## src/rtl/vga_pkg.sv

```systemverilog
// rtl/vga_pkg.sv - shared screen/sprite geometry, colours and blitter state encoding
package vga_pkg;

  localparam int SCREEN_W = 160;
  localparam int SCREEN_H = 120;
  localparam int SPRITE_W = 16;
  localparam int SPRITE_H = 16;

  localparam logic [2:0] COL_WHITE = 3'b111;
  localparam logic [2:0] COL_BLACK = 3'b000;

  // Vertical start position: sprite roughly centred on the 120-line screen
  localparam logic [6:0] PY_START = 7'd52;

  typedef enum logic [1:0] {
    WAIT  = 2'd0,
    ERASE = 2'd1,
    MOVE  = 2'd2,
    DRAW  = 2'd3
  } state_t;

endpackage

```

## src/rtl/frame_tick_gen.sv

```systemverilog
// rtl/frame_tick_gen.sv - frame-rate delay counter and frame divider producing the motion step pulse
module frame_tick_gen #(
  parameter int TICK_CYCLES     = 833334,
  parameter int FRAMES_PER_STEP = 4
) (
  input  logic CLOCK_50,
  input  logic reset_n,
  input  logic enable,
  output logic step
);

  localparam int TW = $clog2(TICK_CYCLES + 1);
  localparam int FW = $clog2(FRAMES_PER_STEP + 1);

  logic [TW-1:0] tick_cnt;
  logic [FW-1:0] frame_cnt;

  // Count clocks into frames and frames into steps; both counters freeze while motion is disabled
  always_ff @(posedge CLOCK_50 or negedge reset_n) begin
    if (!reset_n) begin
      tick_cnt  <= '0;
      frame_cnt <= '0;
      step      <= 1'b0;
    end else begin
      step <= 1'b0;
      if (enable) begin
        if (tick_cnt == TW'(TICK_CYCLES - 1)) begin
          tick_cnt <= '0;
          if (frame_cnt == FW'(FRAMES_PER_STEP - 1)) begin
            frame_cnt <= '0;
            step      <= 1'b1;
          end else begin
            frame_cnt <= frame_cnt + FW'(1);
          end
        end else begin
          tick_cnt <= tick_cnt + TW'(1);
        end
      end
    end
  end

endmodule

```

## src/rtl/sprite_blitter.sv

```systemverilog
// rtl/sprite_blitter.sv - bouncing sprite: erase old box, move, redraw from ROM, one pixel per clock
module sprite_blitter #(
  parameter int SPRITE_W        = vga_pkg::SPRITE_W,
  parameter int SPRITE_H        = vga_pkg::SPRITE_H,
  parameter int SCREEN_W        = vga_pkg::SCREEN_W,
  parameter int SCREEN_H        = vga_pkg::SCREEN_H,
  parameter int TICK_CYCLES     = 833334,
  parameter int FRAMES_PER_STEP = 4
) (
  input  logic                                  CLOCK_50,
  input  logic                                  reset_n,
  input  logic                                  enable,
  output logic [$clog2(SPRITE_W*SPRITE_H)-1:0]  rom_addr,
  input  logic                                  rom_q,
  output logic [7:0]                            x,
  output logic [6:0]                            y,
  output logic [2:0]                            colour,
  output logic                                  plot,
  output logic                                  busy
);

  import vga_pkg::*;

  localparam int COL_W = $clog2(SPRITE_W);
  localparam int ROW_W = $clog2(SPRITE_H);
  localparam int AW    = COL_W + ROW_W;
  localparam int NPIX  = SPRITE_W * SPRITE_H;

  localparam logic [7:0]  PX_MAX = 8'(SCREEN_W - SPRITE_W);
  localparam logic [6:0]  PY_MAX = 7'(SCREEN_H - SPRITE_H);
  localparam logic [AW:0] LAST   = (AW+1)'(NPIX);

  state_t           state;
  state_t           state_next;
  logic             step;
  logic [7:0]       px;
  logic [6:0]       py;
  logic             dir_x;
  logic             dir_y;
  logic             drawn;
  logic [AW:0]      cnt;
  logic [COL_W-1:0] col;
  logic [ROW_W-1:0] row;
  logic             scan_done;
  logic             from_rom;

  frame_tick_gen #(
    .TICK_CYCLES     (TICK_CYCLES),
    .FRAMES_PER_STEP (FRAMES_PER_STEP)
  ) u_tick (
    .CLOCK_50 (CLOCK_50),
    .reset_n  (reset_n),
    .enable   (enable),
    .step     (step)
  );

  // The scan counter is one wider than the box so the extra terminal count marks the flush/last cycle
  assign col       = cnt[COL_W-1:0];
  assign row       = cnt[AW-1:COL_W];
  assign scan_done = (cnt == LAST);
  assign rom_addr  = cnt[AW-1:0];
  assign busy      = (state != WAIT);
  // rom_q is itself registered in the ROM, so it lines up with the registered x/y/plot of the same pixel
  assign colour    = (from_rom && rom_q) ? COL_WHITE : COL_BLACK;

  // FSM state register
  always_ff @(posedge CLOCK_50 or negedge reset_n) begin
    if (!reset_n) state <= WAIT;
    else          state <= state_next;
  end

  // Next-state logic: steps are only honoured in WAIT, everything else runs to completion
  always_comb begin
    state_next = state;
    case (state)
      WAIT:    if (step) state_next = drawn ? ERASE : MOVE;
      ERASE:   if (scan_done) state_next = MOVE;
      MOVE:    state_next = DRAW;
      DRAW:    if (scan_done) state_next = WAIT;
      default: state_next = WAIT;
    endcase
  end

  // Position/direction, scan counter and registered pixel outputs
  always_ff @(posedge CLOCK_50 or negedge reset_n) begin
    if (!reset_n) begin
      px       <= '0;
      py       <= PY_START;
      dir_x    <= 1'b1;
      dir_y    <= 1'b1;
      drawn    <= 1'b0;
      cnt      <= '0;
      x        <= '0;
      y        <= '0;
      plot     <= 1'b0;
      from_rom <= 1'b0;
    end else begin
      plot     <= 1'b0;
      from_rom <= 1'b0;
      case (state)
        WAIT: begin
          cnt <= '0;
          // Emit the first erase pixel on the same edge that enters ERASE
          if (step && drawn) begin
            x    <= px;
            y    <= py;
            plot <= 1'b1;
            cnt  <= (AW+1)'(1);
          end
        end
        ERASE: begin
          if (scan_done) begin
            cnt <= '0;
          end else begin
            x    <= px + 8'(col);
            y    <= py + 7'(row);
            plot <= 1'b1;
            cnt  <= cnt + (AW+1)'(1);
          end
        end
        MOVE: begin
          cnt <= '0;
          if (dir_x && px == PX_MAX) begin
            dir_x <= 1'b0;
            px    <= PX_MAX - 8'(1);
          end else if (!dir_x && px == '0) begin
            dir_x <= 1'b1;
            px    <= 8'(1);
          end else begin
            px <= dir_x ? px + 8'(1) : px - 8'(1);
          end
          if (dir_y && py == PY_MAX) begin
            dir_y <= 1'b0;
            py    <= PY_MAX - 7'(1);
          end else if (!dir_y && py == '0) begin
            dir_y <= 1'b1;
            py    <= 7'(1);
          end else begin
            py <= dir_y ? py + 7'(1) : py - 7'(1);
          end
        end
        DRAW: begin
          // Coordinates trail rom_addr by one cycle; the terminal count is the flush of the last pixel
          if (scan_done) begin
            cnt   <= '0;
            drawn <= 1'b1;
          end else begin
            x        <= px + 8'(col);
            y        <= py + 7'(row);
            plot     <= 1'b1;
            from_rom <= 1'b1;
            cnt      <= cnt + (AW+1)'(1);
          end
        end
        default: cnt <= '0;
      endcase
    end
  end

endmodule

```

## config.mk

```make
export PLATFORM = sky130hd
export DESIGN_NAME = sprite_blitter
export DESIGN_NICKNAME = d
export VERILOG_FILES = /design/src/rtl/vga_pkg.sv /design/src/rtl/frame_tick_gen.sv /design/src/rtl/sprite_blitter.sv
export SDC_FILE = /design/constraint.sdc
export NUM_CORES = 1
export LEC_CHECK = 0
export BUFFER_PORTS_ARGS = -buffer_cell sky130_fd_sc_hd__buf_2
export CAP_MARGIN = 20
export CORE_AREA = 5 5 118 120
export CTS_BUF_LIST = sky130_fd_sc_hd__clkbuf_8
export CTS_CLUSTER_SIZE = 14
export DETAILED_ROUTE_END_ITERATION = 7
export DIE_AREA = 0 0 123 125
export GPL_ROUTABILITY_DRIVEN = 0
export HOLD_SLACK_MARGIN = 0.06
export PLACE_DENSITY_LB_ADDON = 0.3
export SLEW_MARGIN = 20
export SYNTH_ARGS = -nofsm -noshare
export SYNTH_HDL_FRONTEND = slang
export SYNTH_SLANG_ARGS = --single-unit
export TNS_END_PERCENT = 5
```

## constraint.sdc

```tcl
create_clock -name CLOCK_50 -period 2.3 [get_ports CLOCK_50]
set_input_delay 0 -clock CLOCK_50 [delete_from_list [all_inputs] [get_ports CLOCK_50]]
set_output_delay 0 -clock CLOCK_50 [all_outputs]
set_load 0.02 [all_outputs]
```

## Word level (Yosys, flattened, before mapping)

Cells that the tools add are included.

| word-level totals | value |
|---|---|
| logic and storage cells | 92 |
| bits of input ports | 4 |
| output and inout port bits | 28 |
| bits in registers | 70 |

| cells by class | value |
|---|---|
| multiplexer cells | 34 |
| equal/unequal tests | 13 |
| $add $sub $neg | 9 |
| reduce and logical (&&, ||, !) cells | 22 |

Operators by type and width:

| operator | number |
|---|---|
| 2-to-1 mux 8 bit | 5 |
| 2-to-1 mux 7 bit | 5 |
| one-hot mux 9 bit (3 select lines) | 1 |
| adder 20 x 1 -> 20 bit, second input constant | 1 |
| equality test 20 bit, second input constant | 1 |
| 2-to-1 mux 20 bit | 1 |
| one-hot mux 8 bit (2 select lines) | 1 |
| one-hot mux 7 bit (2 select lines) | 1 |
| 2-to-1 mux 1 bit | 11 |
| adder 9 x 1 -> 9 bit, second input constant | 1 |
| equality test 9 bit, second input constant | 1 |
| 2-to-1 mux 9 bit | 1 |
| adder 8 x 1 -> 8 bit, second input constant | 1 |
| adder 8 x 4 -> 8 bit | 1 |
| equality test 8 bit, second input constant | 1 |
| logical NOT 8 bit | 1 |
| 2-to-1 mux 2 bit | 4 |
| != test 2 bit, second input constant | 4 |
| one-hot mux 2 bit (4 select lines) | 1 |
| AND reduction 2 bit | 4 |
| nonzero test 2 bit | 4 |
| subtractor 8 x 1 -> 8 bit, second input constant | 1 |
| adder 7 x 1 -> 7 bit, second input constant | 1 |
| adder 7 x 4 -> 7 bit | 1 |
| 15 further kinds | 24 |

## Logic depth before layout (Yosys ltp)

| depth | value |
|---|---|
| word-level depth | 4 |
| depth in mapped cells | 8 |
| mapped depth without buffers | 8 |

## Hierarchy

A second synthesis with hierarchy kept.

| second synthesis, totals | value |
|---|---|
| cell total of the unflattened synthesis | 460 |
| area total of the unflattened synthesis | 4390.5 um^2 |

Modules (own cells, without submodules):

| module | seq. area each (um^2) | cells an instance | instances | area each (um^2) |
|---|---|---|---|---|
| sprite_blitter | 1157.4 | 345 | 1 | 3189.3 |
| frame_tick_gen | 600.6 | 115 | 1 | 1201.2 |

## Least setup slack after synthesis

No wires, ideal clock.

| timing | value |
|---|---|
| kind | register -> register |
| start point | reg dir_y |
| end point | reg py[6] |
| path slack | -10 ps |
| library setup time | 127 ps |
| cell stages (with the launch flop) | 9 |
| path buffers | 1 |
| required time | 2173 ps |
| clock period less this slack | 2310 ps |
| arrival | 2184 ps |
| cell sequence | dfstp_2 > clkbuf_1 > inv_1 > ha_1 > nor2b_1 > o31a_1 > or3_1 > a31oi_1 > a211oi_1 |

| between the ends | value |
|---|---|
| cells in the longest elaborated chain, start to end | 4 |
| elaborated cells on any way between the ends | 6 |
| those cells by class | 3 x mux; 3 x reduce/logical |

RTL lines:

| what | line | RTL |
|---|---|---|
| start: declaration | sprite_blitter.sv:39 | `logic dir_y;` |
| start signal: assignment | sprite_blitter.sv:90 | `dir_y <= 1'b1;` |
| start signal: assignment | sprite_blitter.sv:133 | `dir_y <= 1'b0;` |
| start signal: assignment | sprite_blitter.sv:136 | `dir_y <= 1'b1;` |
| logical NOT 1 bit | sprite_blitter.sv:135 | `end else if (!dir_y && py == '0) begin` |
| logical AND 1 bit | sprite_blitter.sv:135 |  |
| 2-to-1 mux 7 bit | sprite_blitter.sv:135 |  |
| 2-to-1 mux 7 bit * | sprite_blitter.sv:132 | `if (dir_y && py == PY_MAX) begin` |
| end signal: assignment | sprite_blitter.sv:134 | `py <= PY_MAX - 7'(1);` |
| end signal: assignment | sprite_blitter.sv:137 | `py <= 7'(1);` |
| end signal: assignment | sprite_blitter.sv:139 | `py <= dir_y ? py + 7'(1) : py - 7'(1);` |
| end: declaration | sprite_blitter.sv:37 | `logic [6:0] py;` |

Mark *: on every way between the ends. The rest lies on a longest branch, timed or not.
A chain may end at the register's enable or synchronous reset.

## Worst setup path after layout

| timing | value |
|---|---|
| start point | reg dir_x |
| end point | reg px[7] |

| between the ends | value |
|---|---|
| cells in the longest elaborated chain, start to end | 4 |
| elaborated cells on any way between the ends | 6 |
| those cells by class | 3 x mux; 3 x reduce/logical |

RTL lines:

| what | line | RTL |
|---|---|---|
| start: declaration | sprite_blitter.sv:38 | `logic dir_x;` |
| start signal: assignment | sprite_blitter.sv:89 | `dir_x <= 1'b1;` |
| start signal: assignment | sprite_blitter.sv:124 | `dir_x <= 1'b0;` |
| start signal: assignment | sprite_blitter.sv:127 | `dir_x <= 1'b1;` |
| logical NOT 1 bit | sprite_blitter.sv:126 | `end else if (!dir_x && px == '0) begin` |
| logical AND 1 bit | sprite_blitter.sv:126 |  |
| 2-to-1 mux 8 bit | sprite_blitter.sv:126 |  |
| 2-to-1 mux 8 bit * | sprite_blitter.sv:123 | `if (dir_x && px == PX_MAX) begin` |
| end signal: assignment | sprite_blitter.sv:125 | `px <= PX_MAX - 8'(1);` |
| end signal: assignment | sprite_blitter.sv:128 | `px <= 8'(1);` |
| end signal: assignment | sprite_blitter.sv:130 | `px <= dir_x ? px + 8'(1) : px - 8'(1);` |
| end: declaration | sprite_blitter.sv:36 | `logic [7:0] px;` |

Marks and branches as above.

==> results.toml <==
[detailed_routing]
drtIter0Drc = 239
viasPerCell = 5.16
drc_errors = 0
vias = 3497
ant_nets = 0
drt-total-wl_um = 9750
wl_per_cell_um = 14.4
first_pass_iters = 4

[clock_network]
htreeDepth = 3
clockRootBuffer = "clkbuf_8"
clock_latency_ns = 0.37
clkTransAtPathRegs_ns = 0.08
cts_tree = "done"
clockBufferDepth = 2
clock_sinks = 70
cts_buffers = 9

[final_layout]
post-route-util_pct = 38.6
areaGrowthSynthToFinish_pct = 13.9
multiInputGateArea_um2 = 2390
num-nets-final = 534
drive_gt1_share_pct = 17.7
fillCellCount = 1299
diodes = 0
layout.area.seq_um2 = 1760

[placed_design]
numPortBuffers = 31
dp_hpwl_um = 7360
post-place-ws_ns = -0.00557

[die]
pin_count = 32
die_w_um = 123
rows = 42
die_y_um = 125
die-area_um2 = 15400
initial_core_util_pct = 33.9
core_area_um2 = 12900

[global_routing]
antenna_found_initial = 0
groute.usage.overall_pct = 13.9
grt_pass1_vias = 3470
grt_first_pass_wirelength_um = 17000
overflow = 0
grt_max_degree = 28

[yosys]
syn-num-nets = 493
syn_area_um2 = 4360
async_flop_share_pct = 100
syn_inst = 456
synth_seq_cells = 70
yosys_warnings = 0
ys_types = 66
synth_top_area_share_pct = 37.3
synth_area_leader_cell = "dfrtp_1"
synth_edf_count = 0
ys.flop_type = "dfrtp_1"
synthTopCellsByArea = "dfrtp_1 37%, ha_1 8.3%, xor2_1 4.2%"
syn_area_per_cell_um2 = 9.57
yosysSeqAreaShare_pct = 40.3

[timing]
finalSetupViolations = 0
hold_viol = 0
fmax_mhz = 453
clock_skew_ns = 0.0102
fin_crit_sh_pct = 96.1
slew_violations = 0
setup_slack_ns = 0.0906
slew_headroom_pct = 61.1
holdWs_ns = 0.125
fin_tns_setup_ns = 0
worst_pin_slew_ns = 0.579
fin_crit_ns = 2.21

[worst_setup_path]
r2r_cells = 7
crit_type = "reg2reg"
start_kind = "register"
required_ns = 2.54
worst_setup_path_end_kind = "register"
crit_fanout = 8
critPathArrivalTime_ns = 2.45

[flow_run]
max_cap_viol_count = 0

[status]
status = "complete, no violations"

[pwr]
ir_drop_mv = 0.213
total_power_mw = 2.39
p_leak_nw = 2.32
power_density_nw_per_um2 = 482

[min_path]
hold_class = "in2async"
## synth_stat cells (4+ instances only)
| cell | instances |
|---|---|
| a211oi_1 | 6 |
| a21o_1 | 9 |
| a21oi_1 | 25 |
| a31oi_1 | 7 |
| and2_1 | 5 |
| and3_1 | 9 |
| buf_4 | 11 |
| clkbuf_1 | 8 |
| dfrtp_1 | 65 |
| dfstp_2 | 5 |
| fa_1 | 4 |
| ha_1 | 29 |
| inv_1 | 24 |
| nand2_1 | 21 |
| nand2b_1 | 5 |
| nand3_1 | 22 |
| nand4_1 | 4 |
| nor2_1 | 40 |
| nor2b_1 | 6 |
| nor3_1 | 17 |
| o211ai_1 | 4 |
| o21ai_0 | 24 |
| o2bb2ai_1 | 5 |
| or3_1 | 4 |
| xnor2_1 | 16 |
| xor2_1 | 21 |
## path summary, 6_finish.rpt
path,start,to,slack [ns]
max,dir_x,px[7],0.09
min reg2reg,u_tick.tick_cnt[16],u_tick.tick_cnt[16],0.50
max in group asynchronous,reset_n,py[5],1.37
max reg2reg,dir_x,px[7],0.09
min,reset_n,u_tick.tick_cnt[2],0.12
min in group CLOCK_50,rom_q,colour[1],0.36
## metrics by stage
stage,cell area [um2],cells
floorplan,4360,456
global placement,4740,658
detailed placement,4740,658
CTS,4940,676
global route,4970,678
finish,4970,678
## cells in the final DEF, fill, tap and decap left out, types with 3 or more instances in the layout
cell type / count
xnor2_1: 16
o21ai_1: 3
and3_1: 9
and2_1: 5
dfrtp_1: 65
nand2_1: 21
a21o_1: 9
clkbuf_8: 10
or4_1: 3
ha_1: 28
nand2b_1: 5
inv_1: 24
o31ai_1: 3
nand4_1: 4
or2_2: 3
nor2b_1: 6
a211oi_1: 5
o2111ai_1: 3
fa_1: 4
a31oi_1: 7
buf_4: 21
a21boi_0: 3
nor2_1: 40
nor3_1: 17
o21ai_0: 23
o2bb2ai_1: 5
buf_2: 31
nand3_1: 22
xor2_1: 21
o211ai_1: 4
nor4_1: 3
or3_1: 4
dfstp_2: 5
a21oi_1: 25
## metal layers
layer | track usage (%) | share of wire (%) | vias to the layer above
li1 | - | - | 1709
met3 | 3.75 | 3.6 | 19
met1 | 17.4 | 45 | 1720
met4 | 5.80 | 2.4 | 0
met5 | 0 | 0 | -
met2 | 22.5 | 49 | 49
## where the power goes
| group | internal (mW) | switching (mW) | total, mW |
|---|---|---|---|
| combinational | 0.0654 | 0.0760 | 0.141 |
| clock | 0.416 | 0.500 | 0.916 |
| sequential | 1.28 | 0.0603 | 1.34 |
| total | 1.76 | 0.636 | 2.39 |
## timing repair
| action | 4_1_cts | 5_1_grt |
|---|---|---|
| pin swaps | 0 | 1 |
| setup endpoints to repair | 1 | 1 |
| endpoints found under the hold margin | 27 | 0 |
| setup buffers | 0 | 2 |
| hold buffers | 2 | 0 |
| resized for setup | 1 | 4 |
## area by class of cell
class                           instances  area share, %
Multi-Input combinational cell        338           48.1
Sequential cell                        70           35.4
Timing Repair Buffer                   54           6.70
Tap cell                              176           4.43
Clock buffer                           10           2.77
Inverter                               24           1.89
Clock inverter                          6          0.780
## worst max-delay path, stage by stage, from the launching register on
cell	delay (ns)
dfstp_2	0.56
clkinvlp_4	0.19
buf_4	0.19
ha_1	0.20
or2_2	0.31
o221a_2	0.29
a221oi_1	0.22
o211ai_1	0.13
## registers in the layout, summed over array words and instances, names as in the netlist
signal and count:
u_tick.frame_cnt 3, cnt 9, dir_x 1, y 7, state 2, x 8
u_tick.step 1, py 7, plot 1, px 8, from_rom 1, dir_y 1
drawn 1, u_tick.tick_cnt 20
## kinds of logic after synthesis
group           Yosys count  synth area share [%]
fa+ha+maj                33                  10.2
mux                       2                 0.573
compound gates          111                  17.1
buf+inv                  48                  5.48
simple gates            155                  18.9
flops                    70                  40.3
xor+xnor                 37                  7.43
Power figures use the tool's default switching activity.
